### src/rtl/cache_ctrl.sv
// -----------------------------------------------------------------------------
// cache_ctrl
//   Sequencer in front of a 128-byte direct-mapped cache
//   (tag = addr[15:7], index = addr[6:0]). Takes one CPU byte access at a time.
//   Reads look up the cache and fill the line from memory on a miss.
//   Writes go to the cache and through to memory.
//   Completion is a one-cycle cpu_ready pulse. cpu_err flags a memory timeout.
//
// Parameters
//   TIMEOUT  max mem_req cycles to wait for mem_ack before aborting
//   TW       timeout counter width (2**TW > TIMEOUT)
//
// Ports
//   clk, rst                 clock (rising edge), async active-high reset
//   cpu_req/we/addr/wdata    CPU request, sampled only in IDLE
//   cpu_rdata/ready/err      completion pulse with read data and error flag
//   busy                     high in every state except IDLE
//   cache_addr/we/wdata      cache array access (cache_we also updates the tag)
//   cache_rdata, cache_hit   cache read data and combinational tag match
//   mem_req/we/addr/wdata    memory request, held until ack or timeout
//   mem_rdata, mem_ack       memory read data, one-cycle acknowledge
//
// Optional feature (macro CACHE_CTRL_STATS_EN)
//   hit_cnt, miss_cnt        saturating lookup hit/miss counters
//   stats_clr                synchronous clear, wins over increment
// -----------------------------------------------------------------------------
module cache_ctrl #(
   parameter int TIMEOUT = 16,
   parameter int TW      = 5
) (
   input  logic        clk,
   input  logic        rst,
   input  logic        cpu_req,
   input  logic        cpu_we,
   input  logic [15:0] cpu_addr,
   input  logic [7:0]  cpu_wdata,
   output logic [7:0]  cpu_rdata,
   output logic        cpu_ready,
   output logic        cpu_err,
   output logic        busy,
   output logic [15:0] cache_addr,
   output logic        cache_we,
   output logic [7:0]  cache_wdata,
   input  logic [7:0]  cache_rdata,
   input  logic        cache_hit,
   output logic        mem_req,
   output logic        mem_we,
   output logic [15:0] mem_addr,
   output logic [7:0]  mem_wdata,
   input  logic [7:0]  mem_rdata,
   input  logic        mem_ack
`ifdef CACHE_CTRL_STATS_EN
   ,
   output logic [15:0] hit_cnt,
   output logic [15:0] miss_cnt,
   input  logic        stats_clr
`endif
);

   typedef enum logic [2:0] {
      IDLE,
      LOOKUP,
      MEM_RD,
      FILL,
      WRITE,
      DONE
   } state_t;

   localparam logic [TW-1:0] TMAX = TW'(TIMEOUT);

   state_t        state;
   logic [15:0]   addr_q;
   logic [7:0]    data_q;   // write data, or the byte fetched on a miss
   logic [TW-1:0] tcnt;

   // Timeout counter step: saturates at TIMEOUT.
   function automatic logic [TW-1:0] tcnt_inc(input logic [TW-1:0] c);
      return (c >= TMAX) ? c : c + 1'b1;
   endfunction

   // The cache and memory always see the captured address; data paths share
   // one byte register (write data or fill data, never both at once).
   assign cache_addr  = addr_q;
   assign mem_addr    = addr_q;
   assign cache_wdata = data_q;
   assign mem_wdata   = data_q;

   // Outputs are registered: each is set on the transition into the state
   // that asserts it, and the one-cycle strobes default back to 0.
   always_ff @(posedge clk or posedge rst) begin
      if (rst) begin
         state     <= IDLE;
         addr_q    <= '0;
         data_q    <= '0;
         tcnt      <= '0;
         cpu_rdata <= '0;
         cpu_ready <= 1'b0;
         cpu_err   <= 1'b0;
         busy      <= 1'b0;
         cache_we  <= 1'b0;
         mem_req   <= 1'b0;
         mem_we    <= 1'b0;
      end else begin
         cpu_ready <= 1'b0;
         cpu_err   <= 1'b0;
         cpu_rdata <= '0;
         cache_we  <= 1'b0;
         if (mem_req) tcnt <= tcnt_inc(tcnt);

         case (state)
            IDLE: begin
               if (cpu_req) begin
                  addr_q <= cpu_addr;
                  data_q <= cpu_wdata;
                  busy   <= 1'b1;
                  if (cpu_we) begin
                     // Cache write happens in the first WRITE cycle only.
                     state    <= WRITE;
                     cache_we <= 1'b1;
                     mem_req  <= 1'b1;
                     mem_we   <= 1'b1;
                     tcnt     <= '0;
                  end else begin
                     state <= LOOKUP;
                  end
               end
            end

            LOOKUP: begin
               if (cache_hit) begin
                  state     <= DONE;
                  cpu_ready <= 1'b1;
                  cpu_rdata <= cache_rdata;
               end else begin
                  state   <= MEM_RD;
                  mem_req <= 1'b1;
                  mem_we  <= 1'b0;
                  tcnt    <= '0;
               end
            end

            MEM_RD: begin
               // An ack on the terminal-count cycle still completes normally.
               if (mem_ack) begin
                  data_q   <= mem_rdata;
                  mem_req  <= 1'b0;
                  cache_we <= 1'b1;
                  state    <= FILL;
               end else if (tcnt_inc(tcnt) == TMAX) begin
                  mem_req   <= 1'b0;
                  state     <= DONE;
                  cpu_ready <= 1'b1;
                  cpu_err   <= 1'b1;
               end
            end

            FILL: begin
               state     <= DONE;
               cpu_ready <= 1'b1;
               cpu_rdata <= data_q;
            end

            WRITE: begin
               if (mem_ack) begin
                  mem_req   <= 1'b0;
                  mem_we    <= 1'b0;
                  state     <= DONE;
                  cpu_ready <= 1'b1;
               end else if (tcnt_inc(tcnt) == TMAX) begin
                  mem_req   <= 1'b0;
                  mem_we    <= 1'b0;
                  state     <= DONE;
                  cpu_ready <= 1'b1;
                  cpu_err   <= 1'b1;
               end
            end

            DONE: begin
               state <= IDLE;
               busy  <= 1'b0;
            end

            default: begin
               state   <= IDLE;
               busy    <= 1'b0;
               mem_req <= 1'b0;
               mem_we  <= 1'b0;
            end
         endcase
      end
   end

`ifdef CACHE_CTRL_STATS_EN
   function automatic logic [15:0] sat16_inc(input logic [15:0] c);
      return (c == 16'hFFFF) ? c : c + 16'd1;
   endfunction

   always_ff @(posedge clk or posedge rst) begin
      if (rst) begin
         hit_cnt  <= '0;
         miss_cnt <= '0;
      end else if (stats_clr) begin
         hit_cnt  <= '0;
         miss_cnt <= '0;
      end else if (state == LOOKUP) begin
         if (cache_hit) hit_cnt  <= sat16_inc(hit_cnt);
         else           miss_cnt <= sat16_inc(miss_cnt);
      end
   end
`endif

endmodule

### config.mk
export PLATFORM = sky130hd
export DESIGN_NAME = cache_ctrl
export DESIGN_NICKNAME = d
export VERILOG_FILES = /design/src/rtl/cache_ctrl.sv
export SDC_FILE = /design/constraint.sdc
export NUM_CORES = 1
export LEC_CHECK = 0
export ABC_AREA = 1
export ABC_CLOCK_PERIOD_IN_PS = 4300
export CAP_MARGIN = 25
export CORE_ASPECT_RATIO = 1.1
export CORE_UTILIZATION = 45
export CTS_CLUSTER_SIZE = 24
export DETAILED_ROUTE_END_ITERATION = 12
export PLACE_DENSITY = 0.86
export SLEW_MARGIN = 15
export SYNTH_ARGS = -nofsm -noshare
export SYNTH_HDL_FRONTEND = slang
export SYNTH_SLANG_ARGS = --single-unit
### constraint.sdc
create_clock -name clk -period 4.3 [get_ports clk]
set_input_delay 0.645 -clock clk [delete_from_list [all_inputs] [get_ports clk]]
set_output_delay 0.645 -clock clk [all_outputs]
set_load 0.01 [all_outputs]
Word-level counts from Yosys, hierarchy flattened:

Index checks and enable logic that the tools add are counted.
W data, S select, Z words.

* register bits: 46
* input port bits: 46
* logic and storage cells: 77

* $add $sub $neg: 1
* magnitude comparators: 1
* equal/unequal tests: 12
* mux-type cells: 38
* bitwise logic cells: 3
* reduce and logical (&&, ||, !) cells: 11

Operators by type and width (count)
* $pmux W8 S2: 2
* $mux W5: 5
* $mux W8: 3
* $mux W3: 6
* $mux W1: 15
* $pmux W3 S5: 1
* $pmux W1 S4: 3
* $pmux W5 S2: 1
* $reduce_and A5 Y1: 2
* $ne A2 B2 Y1 const B: 4
* $eq A3 B2 Y1 const B: 2
* $eq A3 B3 Y1 const B: 2
* $add A5 B1 Y5 const B: 1
* $eq A5 B5 Y1 const B: 1
* $ge A5 B5 Y1 const B: 1
* $pmux W1 S2: 2
* $reduce_and A2 Y1: 2
* $reduce_or A2 Y1: 2
* $reduce_or A4 Y1: 1
* $eq A3 B1 Y1 const B: 1
* $logic_not A3 Y1: 1
* $ne A3 B1 Y1 const B: 1
* $ne A3 B3 Y1 const B: 1
* $not A1 Y1: 3
* other kinds (3): 3

Longest topological paths before layout:

* depth after elaboration: 6
* mapped depth: 13
* depth with buffers taken out: 13

Least setup slack after synthesis:

OpenSTA, ideal clock, no wires.

* path type: register -> register
* start point: register tcnt[0]
* end point: register mem_req
* data arrival time: 1.407 ns
* data required time: 4.180 ns
* slack: 2.773 ns
* cell stages (with the launch flop): 13
* path buffers: 0
* period minus slack after synthesis: 1.527 ns
* path through: dfrtp_1 -> inv_1 -> ha_1 -> inv_1 -> nand2_1 -> nand2_1 -> nand2_1 -> nor2_1 -> nand3_2 -> nand2_2 -> nor2_1 -> o21ai_1 -> nand2_1

* longest elaborated chain between the ends: 5
* elaborated cells between the ends (all ways): 6
* classes of those cells: 1 x add/sub; 1 x order compare; 2 x eq/ne; 1 x mux; 1 x reduce/logical

RTL lines
* start: declaration: line 74 `logic [TW-1:0] tcnt;`
* start signal: assignment: line 108 `if (mem_req) tcnt <= tcnt_inc(tcnt);`
* $add A5 B1 Y5 / $ge A5 B5 Y1 (equally long branches): line 78 `return (c >= TMAX) ? c : c + 1'b1;`
* $mux W5 *: line 78
* $eq A5 B5 Y1 *: line 149, 169
* $ne A3 B1 Y1 (no line) *
* $reduce_and A5 Y1 (no line) *
* end signal: assignment: line 146 `mem_req <= 1'b0;`
* end signal: assignment: line 150 `mem_req <= 1'b0;`
* end signal: assignment: line 170 `mem_req <= 1'b0;`
* end: declaration: line 46 `output logic mem_req,`

Every way passes the cells marked *; elsewhere a longest branch is shown, timed or not.
A chain may end at the register's enable or synchronous reset.

Worst setup path in the final report:

* start point: register mem_req
* end point: output port mem_req

RTL lines
* start signal: assignment: line 101 `mem_req <= 1'b0;`
* start signal: assignment: line 120 `mem_req <= 1'b1;`
* start signal: assignment: line 136 `mem_req <= 1'b1;`

No word-level cell between the ends.

==> run_results.csv <==
group,metric,value,unit
place,postPlaceCellArea,3320,um2
timing,fin_skew,0.00884,ns
clock_tree,clk_pin_slew_worst_paths,0.09,ns
route,wl_per_cell,13.9,um
timing,slew_headroom,0.645,
critical_path,cp.buffers_inverters,1,
timing,finalSetupTns,0,ns
synth,synth_cell_type_count,38,
floorplan,fp.dieH,78.6,um
power_and_ir_drop,internal_power,1.59,mW
clock_tree,htreeDepth,2,
cells_and_area,drive_gt1_frac,0.183,
synth,yosysSeqAreaShare,0.479,
critical_path,cp_max_fo,12,
critical_path,slowest_stage,"dfrtp_1",
critical_path,cp.depth,1,
synth,netlist_instances,236,
synth,synth_top_cell_area_share,0.479,
cells_and_area,fillers,375,
critical_path,critical_path_class,"reg2out",
critical_path,crit_path_start,"mem_req",
clock_tree,clk_latency,0.30,ns
power_and_ir_drop,power_switching,0.995,mW
place,dp_hpwl,3980,um
floorplan,rows,27,
floorplan,fp.dieW,71.7,um
critical_path,rrSetupSlack,2.29,ns
timing,hold_viol_final,0,
run,maxCapViolations,0,
floorplan,start_util,0.474,
clock_tree,clock_path_buffers,2,
place,portBuffers,107,
global_routing,grtUsageTotal,0.202,
critical_path,path_cells,"clkdlybuf4s50_1",
critical_path,r2r_cells,6,
route,dr.pass1.iters,4,
floorplan,ios,108,
route,dr.first_iter.drc_count,91,
route,drc,0,
timing,rsz0062_at_grt,"no",
global_routing,grt-ovfl-total,0,
synth,synth_fp_nets,284,
run_status,status,"finished clean",
clock_tree,ctsRootBufferMaster,"clkbuf_8",
clock_tree,cts_tree,"yes",
timing,finalMaxSlewViolations,0,
synth,avgSynthCellArea,10.2,um2
synth,ys.warnings.count,0,
power_and_ir_drop,swShare,0.385,
timing,setup_viol,0,
power_and_ir_drop,comb_power_share,0.559,
floorplan,fp.dieArea,5640,um2
clock_tree,clock-sinks,46,
floorplan,coreArea,5070,um2
global_routing,grt_pass1_wl,8860,um
synth,ys.flop_type,"dfrtp_1",
critical_path,crit_end,"mem_req",
cells_and_area,mostFrequentLayoutCell,"clkdlybuf4s50_1",
route,via_per_inst,5.00,
timing,fin_crit,2.22,ns
worst_hold_path,hp-class,"reg2reg",
cells_and_area,final_cell_mix,"clkdlybuf4s50_1, dfrtp_1, nand2_1",
critical_path,cp_data_required_time,3.65,ns
global_routing,grt_pass1_vias,1989,
cells_and_area,nets,370,
route,via_count,1904,
critical_path,cp.arrival,1.58,ns
critical_path,reg2reg_from,"state[0]",
timing,finalCritPeriodShare,0.517,
power_and_ir_drop,peakVddDrop,413,uV
critical_path,end_kind,"primary output",
cells_and_area,area_delta_synth_final,44.0,%
synth,async_flop_share,1.00,
timing,max_freq,0.450,GHz
cells_and_area,n_antenna_cell,0,
clock_tree,postCtsSetupBuffers,0,
power_and_ir_drop,power_density,748,nW/um2
clock_tree,cts_resized,0,
critical_path,reg2reg_to,"cache_wdata[1]",
cells_and_area,finalInstanceArea,3460,um2
critical_path,crit_family,"flip-flops",
synth,synth_top_cells_by_area,"dfrtp_1, buf_4, nand2_1",
critical_path,crit_path_start_kind,"flip-flop",
route,wirelength,5310,um
synth,syn_area,2400,um2
global_routing,grt_antenna_before_repair,0,
synth,synth_area_leader_cell,"dfrtp_1",
route,ant_nets,0,
place,place_congestion,0.914,
synth,synth-seq-cells,46,
global_routing,grt_max_degree,47,
power_and_ir_drop,power_frac_clock,0.127,
clock_tree,cts.hold.buffers_added,0,
clock_tree,cts_buffers,5,
synth,synth_edf_count,0,
critical_path,cpPeakStageDelay,0.65,ns
power_and_ir_drop,p_leak,1.55,nW
power_and_ir_drop,p_seq_frac,0.314,
timing,worst_pin_slew,0.533,ns
-- sequential cells by signal, summed over array words and instances (netlist names) --
register,cells
busy,1
cache_addr,16
cache_wdata,8
cache_we,1
cpu_err,1
cpu_rdata,8
cpu_ready,1
mem_req,1
mem_we,1
state,3
tcnt,5
-- cell usage after synthesis, drive strengths merged, types with 3 or more instances --
master   n
a31oi    8
nand3    8
buf     29
nor2    24
dfrtp   46
inv     20
nand2   53
o21ai    6
a21oi    3
a32o     8
mux2    16
-- power groups by stage --
stage                     clock network, mW  logic [mW]  registers, mW
after CTS                             0.335        1.46          0.813
after global placement                    0        1.42          0.812
after global routing                  0.356        1.57          0.843
final                                 0.329        1.45          0.813
after floorplan                           0       0.899          0.846
after detailed placement                  0        1.44          0.818
-- stage by stage --
step	setup WS, ns	power [mW]	util	instances	hold WS (ns)
3_5_place_dp	2.28	2.26	0.655	372	0.462
6_report	2.08	2.59	0.682	381	0.479
5_1_grt	2.03	2.77	0.682	381	0.525
4_1_cts	2.07	2.60	0.679	380	0.487
3_3_place_gp	2.31	2.23	0.655	372	0.465
2_1_floorplan	2.57	1.74	-	236	0.505
-- how the worst min path moves through the flow --
| stage | start | endpoint | slack (ns) | cells after the start |
|---|---|---|---|---|
| after floorplan | mem_we | mem_we | 0.50 | 2 |
| after global placement | mem_we | mem_we | 0.47 | 2 |
| after detailed placement | mem_we | mem_we | 0.46 | 2 |
| after CTS | mem_we | mem_we | 0.49 | 2 |
| after global routing | mem_we | mem_we | 0.52 | 2 |
| final | mem_we | mem_we | 0.48 | 2 |
-- worst register-to-register path, cell delays in order, from the launching register on --
cell      delay [ns]
dfrtp_1         0.47
nor2_1          0.19
inv_1           0.10
nor2_2          0.42
clkinv_1        0.43
nand2_1         0.17
a31oi_1         0.10
-- cells by family after synthesis --
| family | synth area share |
|---|---|
| compound gates | 0.108 |
| xor+xnor | 0.00677 |
| fa+ha+maj | 0.0104 |
| buf+inv | 0.130 |
| flops | 0.479 |
| mux | 0.0891 |
| simple gates | 0.176 |
-- layer usage --
layer	wire, um	vias up	global-route usage	share of wire
met5	0	-	0	0
met4	74	0	0.0667	0.014
met3	424	8	0.0706	0.080
met2	2720	70	0.355	0.51
met1	2090	895	0.228	0.39
li1	-	931	-	-
-- area by class of cell --
cell class | instances | area, um2 | share of cell area
clock buffer | 5 | 68.8 | 0.0199
clock inverter | 3 | 48.8 | 0.0141
inverter | 22 | 87.6 | 0.0253
multi-input combinational | 139 | 938 | 0.271
sequential | 46 | 1150 | 0.333
tap | 58 | 72.6 | 0.0210
timing repair buffer | 108 | 1090 | 0.315
No activity file was read; power rests on OpenSTA's default activity.
